### src/rtl/uart_apb_bridge_pkg.sv
// Shared constants and state encoding for the UART-to-APB debug bridge.
package uart_apb_bridge_pkg;

    // Frame opcodes
    localparam logic [7:0] OP_WRITE = 8'h57;  // 'W'
    localparam logic [7:0] OP_READ  = 8'h52;  // 'R'

    // Response status bytes
    localparam logic [7:0] ST_OK  = 8'h4B;  // 'K'
    localparam logic [7:0] ST_ERR = 8'h45;  // 'E'
    localparam logic [7:0] ST_BAD = 8'h3F;  // '?'

    typedef enum logic [2:0] {
        StIdle,
        StAddrHi,
        StAddrLo,
        StWdata,
        StSetup,
        StAccess,
        StResp
    } state_e;

endpackage

### src/rtl/uart_apb_bridge.sv
// UART byte stream to APB requester bridge: parses W/R frames, runs one APB
// transfer per frame and streams the status (plus read data) back as bytes.
module uart_apb_bridge
    import uart_apb_bridge_pkg::*;
#(
    parameter int unsigned TIMEOUT_CYC = 100000,
    parameter int unsigned ADDR_W      = 12
) (
    input  logic              clk,
    input  logic              reset,
    input  logic              rx_valid,
    input  logic [7:0]        rx_data,
    output logic              tx_valid,
    input  logic              tx_ready,
    output logic [7:0]        tx_data,
    output logic              psel,
    output logic              penable,
    output logic              pwrite,
    output logic [ADDR_W-1:0] paddr,
    output logic [3:0]        pstrb,
    output logic [31:0]       pwdata,
    input  logic [31:0]       prdata,
    input  logic              pready,
    input  logic              pslverr,
    output logic              busy,
    output logic              rx_drop
);

    localparam int unsigned CntW = (TIMEOUT_CYC > 1) ? $clog2(TIMEOUT_CYC) : 1;
    localparam logic [CntW-1:0] CntMax = CntW'(TIMEOUT_CYC - 1);

    state_e            state_q, state_d;
    logic [CntW-1:0]   cnt_q, cnt_d;
    logic [2:0]        idx_q, idx_d;
    logic [2:0]        last_q, last_d;
    logic [3:0]        hi_nib_q, hi_nib_d;
    logic              is_wr_q, is_wr_d;
    logic [ADDR_W-1:0] paddr_q, paddr_d;
    logic [31:0]       pwdata_q, pwdata_d;
    logic [31:0]       rdata_q, rdata_d;
    logic [7:0]        status_q, status_d;

    logic   timed;
    logic   expired;
    state_e st_eff;

    // Next-state logic: frame parser, APB sequencing, response streaming and timeout
    always_comb begin
        state_d  = state_q;
        cnt_d    = '0;
        idx_d    = idx_q;
        last_d   = last_q;
        hi_nib_d = hi_nib_q;
        is_wr_d  = is_wr_q;
        paddr_d  = paddr_q;
        pwdata_d = pwdata_q;
        rdata_d  = rdata_q;
        status_d = status_q;
        rx_drop  = 1'b0;

        timed   = (state_q == StAddrHi) || (state_q == StAddrLo) || (state_q == StWdata);
        expired = timed && (cnt_q == CntMax);
        if (timed) begin
            cnt_d = rx_valid ? '0 : cnt_q + 1'b1;
        end
        // On expiry the frame is abandoned and a same-cycle byte starts a new one.
        st_eff  = expired ? StIdle : state_q;
        state_d = st_eff;

        unique case (st_eff)
            StIdle: begin
                if (rx_valid) begin
                    cnt_d = '0;
                    if ((rx_data == OP_WRITE) || (rx_data == OP_READ)) begin
                        is_wr_d = (rx_data == OP_WRITE);
                        state_d = StAddrHi;
                    end else begin
                        status_d = ST_BAD;
                        last_d   = 3'd0;
                        idx_d    = 3'd0;
                        state_d  = StResp;
                    end
                end
            end
            StAddrHi: begin
                if (rx_valid) begin
                    hi_nib_d = rx_data[3:0];
                    state_d  = StAddrLo;
                end
            end
            StAddrLo: begin
                if (rx_valid) begin
                    paddr_d = ADDR_W'({hi_nib_q, rx_data});
                    idx_d   = 3'd0;
                    state_d = is_wr_q ? StWdata : StSetup;
                end
            end
            StWdata: begin
                if (rx_valid) begin
                    // LSB arrives first, so shift in from the top.
                    pwdata_d = {rx_data, pwdata_q[31:8]};
                    idx_d    = idx_q + 3'd1;
                    if (idx_q == 3'd3) begin
                        state_d = StSetup;
                    end
                end
            end
            StSetup: begin
                rx_drop = rx_valid;
                state_d = StAccess;
            end
            StAccess: begin
                rx_drop = rx_valid;
                if (pready) begin
                    rdata_d  = prdata;
                    status_d = pslverr ? ST_ERR : ST_OK;
                    last_d   = is_wr_q ? 3'd0 : 3'd4;
                    idx_d    = 3'd0;
                    state_d  = StResp;
                end
            end
            StResp: begin
                rx_drop = rx_valid;
                if (tx_ready) begin
                    if (idx_q == last_q) begin
                        state_d = StIdle;
                    end else begin
                        idx_d = idx_q + 3'd1;
                    end
                end
            end
            default: state_d = StIdle;
        endcase
    end

    // State and datapath registers
    always_ff @(posedge clk or posedge reset) begin
        if (reset) begin
            state_q  <= StIdle;
            cnt_q    <= '0;
            idx_q    <= 3'd0;
            last_q   <= 3'd0;
            hi_nib_q <= 4'd0;
            is_wr_q  <= 1'b0;
            paddr_q  <= '0;
            pwdata_q <= 32'd0;
            rdata_q  <= 32'd0;
            status_q <= 8'd0;
        end else begin
            state_q  <= state_d;
            cnt_q    <= cnt_d;
            idx_q    <= idx_d;
            last_q   <= last_d;
            hi_nib_q <= hi_nib_d;
            is_wr_q  <= is_wr_d;
            paddr_q  <= paddr_d;
            pwdata_q <= pwdata_d;
            rdata_q  <= rdata_d;
            status_q <= status_d;
        end
    end

    // Outputs decoded from registered state so reset clears APB control at once
    always_comb begin
        psel     = (state_q == StSetup) || (state_q == StAccess);
        penable  = (state_q == StAccess);
        pwrite   = is_wr_q;
        pstrb    = {4{is_wr_q}};
        paddr    = paddr_q;
        pwdata   = pwdata_q;
        busy     = (state_q != StIdle);
        tx_valid = (state_q == StResp);
        tx_data  = 8'd0;
        if (state_q == StResp) begin
            unique case (idx_q)
                3'd0:    tx_data = status_q;
                3'd1:    tx_data = rdata_q[7:0];
                3'd2:    tx_data = rdata_q[15:8];
                3'd3:    tx_data = rdata_q[23:16];
                default: tx_data = rdata_q[31:24];
            endcase
        end
    end

endmodule

### config.mk
export PLATFORM = sky130hd
export DESIGN_NAME = uart_apb_bridge
export DESIGN_NICKNAME = d
export VERILOG_FILES = /design/src/rtl/uart_apb_bridge_pkg.sv /design/src/rtl/uart_apb_bridge.sv
export SDC_FILE = /design/constraint.sdc
export NUM_CORES = 1
export LEC_CHECK = 0
export ABC_AREA = 1
export CAP_MARGIN = 20
export CORE_MARGIN = 2
export CORE_UTILIZATION = 40
export DETAILED_ROUTE_END_ITERATION = 12
export DONT_BUFFER_PORTS = 1
export SYNTH_ARGS = -nofsm -noshare
export SYNTH_HDL_FRONTEND = slang
export SYNTH_SLANG_ARGS = --single-unit
export TNS_END_PERCENT = 5
### constraint.sdc
create_clock -name clk -period 4.7 [get_ports clk]
set_clock_uncertainty 0.15 [all_clocks]
set_input_delay 0.94 -clock clk [delete_from_list [all_inputs] [get_ports clk]]
set_output_delay 0.94 -clock clk [all_outputs]
set_load 0.02 [all_outputs]
==> run metrics, run 1 <==
run status finished clean; Core Region roughly 0.013 mm²; timing-limited maximum frequency ~280 MHz; Warnings, synthesis 0; sequential area share after synthesis 0.517; Final Wtd Congestion 0.847; final-report setup violation count 0; maximum number of pins on one net before global-route repair 84; count of routing violations after the opening detailed-route iteration 260; H-Tree Depth 3; Slew HR 0.312; CP Data Arrival Time 2.51 ns; final number of max-transition violations 0; clock period minus final worst setup slack between 3 and 4 ns; count of nets left with antenna violations after detail routing 0; mean instance size in the synthesized netlist 8.32 µm²; TritonCTS clock tree built; ratio of cells with drive above 1 in the final layout 0.0887; Buffers on Ports 0; leading cell types by count after synthesis sky130_fd_sc_hd__nand2_1, sky130_fd_sc_hd__dfrtp_1, sky130_fd_sc_hd__inv_1; number of different library cells in the post-synthesis netlist between 40 and 50; clock slew at the register clock pins of the worst setup and hold paths 0.07 ns; post-synth top area share 0.517; CP Data Required Time ~3.6 ns; num ports between 100 and 150; Setup CP Type reg -> out; via/cell ratio 5.09; number of maximum-capacitance constraint violations 0; layout net count 678; Post-Route Hold Slack roughly 0.3 ns; Final period util 0.766; vertical extent of the die around 120 µm; setup repair after global routing missed its margin no; Worst Max-Slew Pin Slew between 1 and 1.5 ns; synth top area cells sky130_fd_sc_hd__dfrtp_1, sky130_fd_sc_hd__nand2_1, sky130_fd_sc_hd__nand3_1; starting density of the core 0.405; deepest clock path buffer count 2; combined global-route utilization of all metal layers 0.176; DR WL/cell around 15 µm; detailed-route via count between 4,000 and 5,000; share of total power in combinational logic 0.299; first-pass GRT wire length around 20 mm; post-route total power around 3.5 mW; Final Hold Fails 0; final cell area excluding filler cells roughly 0.0057 mm²; P_leak 2.74 nW; most frequent cell after synthesis sky130_fd_sc_hd__nand2_1; switching power summed over all nets 1.52 mW; number of synthesized flops with an enable pin 0; synth-to-layout area growth 6.63%; count of state elements after synthesis 110; share of flip-flops with an asynchronous set or reset 1.00; horizontal extent of the die ~120 µm; number of buffers inserted by hold repair at cts 0; cell type contributing the most total cell area after synthesis sky130_fd_sc_hd__dfrtp_1; part of the total power dissipated in the clock network 0.209; number of instances resized during post-cts repair 0; post-DP HPWL 8.60 mm; total global routing overflow 0; Internal Pwr Total ~2.0 mW; crit path max fanout 10; number of antenna diodes 0; syn_nets slightly below 700; dominant register cell in the synthesized netlist sky130_fd_sc_hd__dfrtp_1; DR pass1 iterations 4; vias in the first global route ~4,000; Sw Share 0.433; power per unit of standard cell area about 620 mW/mm²; setup repair bufs after CTS 0; instance area after placement about 0.0054 mm²; overall die area about 0.014 mm²; TritonCTS buffer count 9; number of standard-cell rows in the floorplan between 40 and 50; number of antenna violations at the first check in global routing 0; launching element type of the critical path flip-flop; Critical Path End Type output pin; worst IR drop on VDD around 270 µV; TritonCTS Sinks 110; clock root cell sky130_fd_sc_hd__clkbuf_16; Total Wirelength ~12 mm; Tightest Hold Check Type in -> async; sequential power share 0.492; post-synthesis instance area ~0.0053 mm²; final-layout setup total negative slack 0 ns; number of fillers in the final layout ~1,300; post-synthesis cell count 640; clk_lat worst skew between 0.3 and 0.4 ns; DRC errors left 0
-- per-layer routing --
| metal | up-vias | global-route usage | part of all wire |
|---|---|---|---|
| li1 | 2026 | - | - |
| met3 | 17 | 0.0522 | 0.056 |
| met4 | 0 | 0.0522 | 0.014 |
| met5 | - | 0 | 0 |
| met2 | 98 | 0.290 | 0.48 |
| met1 | 1963 | 0.226 | 0.45 |
-- state kept, by name, indices dropped and copies added (netlist names) --
| register | cells |
|---|---|
| pwdata | 32 |
| rdata_q | 32 |
| cnt_q | 17 |
| paddr | 12 |
| status_q | 5 |
| hi_nib_q | 4 |
| idx_q | 3 |
| state_q | 3 |
| last_q | 1 |
| pwrite | 1 |
-- path summary, 6_finish.rpt --
check	start	end	slack [ns]	depth (start not counted)
worst min-delay path	reset	rdata_q[2]$_DFFE_PP0P_	0.29	1
worst max-delay path	idx_q[0]$_DFFE_PP0P_	tx_data[7]	1.10	5
max in group asynchronous	reset	cnt_q[10]$_DFF_PP0_	3.39	2
worst min register to register	status_q[0]$_DFFE_PP0P_	status_q[0]$_DFFE_PP0P_	0.32	2
worst max register to register	state_q[1]$_DFF_PP0_	status_q[2]$_DFFE_PP0P_	1.94	6
min in group clk	status_q[0]$_DFFE_PP0P_	status_q[0]$_DFFE_PP0P_	0.32	2
-- through the flow --
stage,setup slack (ns),cells,util
3_3_place_gp,1.53,790,0.408
6_report,1.10,807,0.432
3_5_place_dp,1.45,790,0.408
5_1_grt,0.939,807,0.432
2_1_floorplan,0.708,640,-
4_1_cts,1.06,806,0.430
-- cells in the final DEF (no fill, tap or decap), types with 3 or more instances in the layout --
cell type	netlist	final
sky130_fd_sc_hd__dfrtp_1	110	110
sky130_fd_sc_hd__o21ai_1	15	15
sky130_fd_sc_hd__nand4_1	5	5
sky130_fd_sc_hd__nor2_1	42	42
sky130_fd_sc_hd__nor2_4	4	4
sky130_fd_sc_hd__nor4_1	3	3
sky130_fd_sc_hd__o21ai_0	11	11
sky130_fd_sc_hd__inv_2	5	5
sky130_fd_sc_hd__ha_1	6	6
sky130_fd_sc_hd__o22ai_1	6	6
sky130_fd_sc_hd__nand2_2	9	9
sky130_fd_sc_hd__nand2_1	223	223
sky130_fd_sc_hd__a221oi_1	7	7
sky130_fd_sc_hd__o21ai_2	8	8
sky130_fd_sc_hd__nor3_1	11	11
sky130_fd_sc_hd__nand3_1	44	44
sky130_fd_sc_hd__a21oi_1	28	28
sky130_fd_sc_hd__clkbuf_16	0	9
sky130_fd_sc_hd__inv_1	54	53
-- layout make-up --
cell class | count | area (µm²) | area share
inverters | 61 | 234 | 0.0412
clock buffers | 10 | 229 | 0.0403
clock inverters | 6 | 57.6 | 0.0101
repair buffers | 2 | 35.0 | 0.00617
multi-input cells | 442 | 2150 | 0.379
well taps | 176 | 220 | 0.0388
flip-flops and latches | 110 | 2750 | 0.485
-- worst max-delay path, cell delays in order (launching register included) --
cell and delay [ns]:
sky130_fd_sc_hd__dfrtp_1 0.43, sky130_fd_sc_hd__ha_1 0.22, sky130_fd_sc_hd__ha_1 0.34, sky130_fd_sc_hd__nor4_4 0.59
sky130_fd_sc_hd__nand2_1 0.09, sky130_fd_sc_hd__a41oi_1 0.48
-- power by group through the flow --
stage	clock (mW)	combinational, mW	sequential [mW]
after detailed placement	0	1.06	1.75
after global placement	0	1.02	1.73
after global routing	0.790	1.21	1.77
final	0.733	1.05	1.73
after floorplan	0	0.932	1.64
after CTS	0.755	1.06	1.73
-- kinds of logic after synthesis --
family | synth area share
compound gates | 0.0956
xor+xnor | 0.00329
fa+ha+maj | 0.0141
flops | 0.517
simple gates | 0.291
buf+inv | 0.0794
(Power assumes the default switching activity.)
==> run 2, diff against run 1 <==
- clock period: 4.7 -> 3.3 ns (I/O delays scaled with it)
==> run metrics, run 2 (same netlist as run 1, synthesis figures left out) <==
slowest library cell on the worst path sky130_fd_sc_hd__nor2_1; Buffers on Ports 0; CP Data Arrival Time 2.35 ns; most common library cell in the layout ignoring fill and taps sky130_fd_sc_hd__nand2_1; timing-limited maximum frequency around 320 MHz; starting density of the core 0.405; horizontal extent of the die roughly 120 µm; Final Wtd Congestion about 0.87; least setup slack across all paths after layout between 0.1 and 0.15 ns; launching element type of the critical path flip-flop; setup repair after global routing missed its margin no; met1 layer usage reported by global route 0.232; clock slew at the register clock pins of the worst setup and hold paths around 0.08 ns; TritonCTS Sinks 110; top library cells by usage in the layout, fill and taps aside sky130_fd_sc_hd__nand2_1, sky130_fd_sc_hd__dfrtp_1, sky130_fd_sc_hd__inv_1; M2 GR Usage 0.297; ratio of cells with drive above 1 in the final layout 0.0992; Total Wirelength between 10 and 15 mm; num ports 108; Final Hold Fails 0; TritonCTS clock tree built; post-DP HPWL approximately 8.7 mm; number of antenna diodes 0; via/cell ratio between 5 and 6; most heavily used metal layer in global routing met2; vias in the first global route slightly above 4,000; Tightest Hold Check Type in -> async; final-report setup violation count 0; Core Region 0.0131 mm²; clock period minus final worst setup slack 3.16 ns; worst IR drop on VDD 475 µV; layout net count about 680; DRC errors left 0; Setup CP Type reg -> out; clk_lat worst skew 0.35 ns; power per unit of standard cell area 879 mW/mm²; instance area after placement 0.00541 mm²; met3 track demand over resource 0.0512; Bufs and invs on worst path 4; detailed-route via count about 4,100; worst slack, placed about 0.42 ns; first-pass GRT wire length ~21 mm; share of the core filled with cells 0.434; run status finished clean; P_leak roughly 2.8 nW; combined global-route utilization of all metal layers 0.183; Worst Max-Slew Pin Slew 1.03 ns; TritonCTS buffer count 9; clock root cell sky130_fd_sc_hd__clkbuf_16; count of routing violations after the opening detailed-route iteration approximately 260; maximum number of pins on one net before global-route repair 52; crit path max fanout 9; vertical extent of the die 119 µm; total global routing overflow 0; final cell area excluding filler cells around 0.0057 mm²; peak per-stage delay on the critical path 0.59 ns; Critical Path End Type output pin; number of fillers in the final layout between 1,000 and 1,500; final-layout setup total negative slack 0 ns; final number of max-transition violations 0; Final period util 0.956; Slew HR 0.311; DR WL/cell roughly 15 µm; H-Tree Depth 3; overall die area between 0.01 and 0.015 mm²; CP Data Required Time 2.49 ns; number of maximum-capacitance constraint violations 0; synth-to-layout area growth 7.19%; count of nets left with antenna violations after detail routing 0; deepest clock path buffer count 2; cell-by-cell trace of the critical path inv_1 -> ha_1 -> inv_1 -> nor2_1 -> nor4_4 -> buf_4 -> nand2_1 -> a41oi_1 -> buf_4; DR pass1 iterations 4; post-route total power between 5 and 6 mW; number of buffers inserted by hold repair at cts 0; Crit path max-delay family simple AND/OR/NAND/NOR gates; number of antenna violations at the first check in global routing 0; number of standard-cell rows in the floorplan 42
## run 2: final timing paths
| check | slack, ns | cells after the start | startpoint | to |
|---|---|---|---|---|
| max | 0.14 | 9 | idx_q[0]$_DFFE_PP0P_ | tx_data[7] |
| min | 0.19 | 1 | reset | rdata_q[2]$_DFFE_PP0P_ |
| max reg2reg | 0.88 | 8 | state_q[0]$_DFF_PP0_ | idx_q[1]$_DFFE_PP0P_ |
| min reg2reg | 0.32 | 2 | status_q[0]$_DFFE_PP0P_ | status_q[0]$_DFFE_PP0P_ |
| max in group asynchronous | 2.05 | 2 | reset | rdata_q[25]$_DFFE_PP0P_ |
| min in group clk | 0.24 | 1 | rx_valid | cnt_q[15]$_DFF_PP0_ |
## run 2: worst reg2reg max path: stages (launching register included)
cell and delay, ns:
sky130_fd_sc_hd__dfrtp_1 0.56, sky130_fd_sc_hd__inv_1 0.12, sky130_fd_sc_hd__nand3_1 0.46, sky130_fd_sc_hd__inv_1 0.33, sky130_fd_sc_hd__a21oi_1 0.27, sky130_fd_sc_hd__nand3_1 0.11, sky130_fd_sc_hd__nor2_1 0.20, sky130_fd_sc_hd__nand2_1 0.08
sky130_fd_sc_hd__nand2_1 0.08
## run 2: per-layer routing
metal	vias up	wire length, µm
met4	0	269
met1	1972	5350
li1	2027	-
met3	22	762
met5	-	0
met2	105	5790
## run 2: layout make-up
class,instances,area [µm²],share of cell area
Clock buffer,9,225,0.0395
Sequential cell,110,2750,0.482
Inverter,61,235,0.0412
Multi-Input combinational cell,442,2160,0.378
Clock inverter,7,60.1,0.0105
Timing Repair Buffer,6,57.6,0.0101
Tap cell,176,220,0.0386
## run 2: timing repair
| action | CTS | global route |
|---|---|---|
| hold endpoints to repair | 0 | 0 |
| gates resized for setup | 0 | 2 |
| endpoints found under the setup margin | 0 | 8 |
| buffers inserted | 0 | 1 |
## run 2: where the power goes
group	internal, mW	total (mW)	switching, mW
combinational	0.502	1.52	1.01
sequential	1.82	2.46	0.642
clock	0.522	1.04	0.520
total	2.84	5.02	2.18
## run 2: per-stage QoR
stage,std cells,hold WS (ns)
2_1_floorplan,640,0.273
3_5_place_dp,794,0.307
4_1_cts,810,0.212
3_3_place_gp,794,0.294
5_1_grt,811,0.218
6_report,811,0.191
==> run 3, diff against run 2 <==
- CTS_BUF_LIST: not set -> sky130_fd_sc_hd__clkbuf_16
- MAX_ROUTING_LAYER: not set -> met4
- REMOVE_ABC_BUFFERS: not set -> 1
==> run metrics, run 3 (same netlist as run 1, synthesis figures left out) <==
post-layout instance count excluding filler cells a little over 800; number of standard-cell rows in the floorplan 42; crit path max fanout 9; DR WL/cell between 15 and 20 µm; worst IR drop on VDD roughly 480 µV; TritonCTS buffer count 9; CP Data Arrival Time 2.31 ns; most numerous cell on the critical path sky130_fd_sc_hd__inv_1; TritonCTS Sinks 110; Buffers on Ports 0; switching power summed over all nets 2.18 mW; maximum number of pins on one net before global-route repair 59; Bufs and invs on worst path 2; launching element type of the critical path flip-flop; Critical Path End Type output pin; run status finished clean; Setup CP Type reg -> out; slowest library cell on the worst path sky130_fd_sc_hd__nor4_4; detailed-route via count 4,048; starting density of the core 0.405; Slew HR 0.337; deepest clock path buffer count 2; CP Data Required Time ~2.5 ns; synth-to-layout area growth 7.14%; number of antenna diodes 0; via/cell ratio 5.01; most common library cell in the layout ignoring fill and taps sky130_fd_sc_hd__nand2_1; least setup slack across all paths after layout ~0.18 ns; Core Region about 0.013 mm²; Final Wtd Congestion 0.933; peak per-stage delay on the critical path ~0.58 ns; P_leak around 2.7 nW; num ports 108; share of total power in combinational logic 0.306; Crit path max-delay family simple AND/OR/NAND/NOR gates; count of routing violations after the opening detailed-route iteration about 280; power per unit of standard cell area about 900 mW/mm²; first-pass GRT wire length 20.3 mm; placed cell count 792; clock slew at the register clock pins of the worst setup and hold paths ~0.070 ns; part of the total power dissipated in the clock network 0.202; R2R Path Start state_q[1]$_DFF_PP0_; Final Hold Fails 0; vertical extent of the die 119 µm; ratio of cells with drive above 1 in the final layout 0.104; Internal Pwr Total roughly 2.8 mW; vias in the first global route roughly 3,800; final-layout setup total negative slack 0 ns; number of maximum-capacitance constraint violations 0; Tightest Hold Check Type in -> async; final-report setup violation count 0; setup repair bufs after CTS 0; Worst Max-Slew Pin Slew 0.995 ns; setup repair after global routing missed its margin no; overall die area approximately 0.014 mm²; timing-limited maximum frequency around 320 MHz; worst slack, placed 0.425 ns; Sw Share 0.435; horizontal extent of the die approximately 120 µm; TritonCTS clock tree built; top library cells by usage in the layout, fill and taps aside sky130_fd_sc_hd__nand2_1, sky130_fd_sc_hd__dfrtp_1, sky130_fd_sc_hd__inv_1; count of nets left with antenna violations after detail routing 0; Final period util 0.945; DR pass1 iterations 4; combined global-route utilization of all metal layers 0.186; clk_lat worst skew 0.35 ns; final number of max-transition violations 0; worst reg2reg setup slack 0.89 ns; post-DP HPWL between 8 and 9 mm; clock period minus final worst setup slack around 3.1 ns; number of antenna violations at the first check in global routing 0; cell-by-cell trace of the critical path inv_1 -> ha_1 -> inv_1 -> nor2_1 -> nor4_4 -> nand2_1 -> a21oi_2; DRC errors left 0; sequential power share 0.491; layout net count a little under 700; Worst R2R Path Depth 6; clock root cell sky130_fd_sc_hd__clkbuf_16; Total Wirelength roughly 12 mm; H-Tree Depth 3; reg-to-reg endpoint status_q[2]$_DFFE_PP0P_; number of fillers in the final layout 1,319; total global routing overflow 0
==> run 3: changes by cell type in the layout (fill, tap and decap cells not counted), sizes merged <==
cell and change:
buf -3, clkinv -3, inv +3
==> run 3: area by class of cell <==
type / count / area (µm²) / area share
sequential: 110 / 2750 / 0.482
tap: 176 / 220 / 0.0386
multi-input combinational: 442 / 2190 / 0.384
timing repair buffer: 3 / 35.0 / 0.00614
clock inverter: 7 / 50.0 / 0.00877
clock buffer: 9 / 225 / 0.0395
inverter: 61 / 234 / 0.0410
==> run 3: how the worst max path moves through the flow <==
stage | from | end | slack [ns] | depth (start not counted)
CTS | idx_q[0]$_DFFE_PP0P_ | tx_data[7] | 0.04 | 7
global route | idx_q[1]$_DFFE_PP0P_ | tx_data[6] | 0.03 | 7
global placement | idx_q[0]$_DFFE_PP0P_ | tx_data[7] | 0.50 | 7
detailed placement | idx_q[0]$_DFFE_PP0P_ | tx_data[7] | 0.43 | 7
floorplan | reset | cnt_q[0]$_DFF_PP0_ | -0.41 | 1
finish | idx_q[0]$_DFFE_PP0P_ | tx_data[2] | 0.18 | 7
==> run 3: metal layers <==
layer | routed length, µm | share of wire | up-vias | GRT usage
met2 | 5890 | 0.49 | 83 | 0.290
met3 | 549 | 0.045 | 15 | 0.0450
met4 | 242 | 0.020 | 0 | 0.0706
met5 | 0 | 0 | - | -
met1 | 5460 | 0.45 | 1920 | 0.236
li1 | - | - | 2030 | -
==> run 3: power groups by stage <==
stage	clock network (mW)	logic, mW	registers, mW
global placement	0	1.47	2.48
detailed placement	0	1.52	2.49
floorplan	0	1.19	2.37
finish	1.02	1.54	2.46
CTS	1.06	1.53	2.47
global route	1.10	1.78	2.52
==> run 3: stage by stage <==
step           cell area, µm²  power, mW  hold WS, ns   util
6_report                 5710       5.02        0.149  0.434
5_1_grt                  5710       5.40        0.213  0.434
4_1_cts                  5670       5.05        0.172  0.431
3_5_place_dp             5390       4.01        0.309  0.410
3_3_place_gp             5390       3.95        0.296  0.410
2_1_floorplan            5130       3.56        0.273      -
==> run 3: repair_timing <==
action	4_1_cts	5_1_grt
resized for setup	0	9
hold buffers	0	0
setup endpoints to repair	0	8
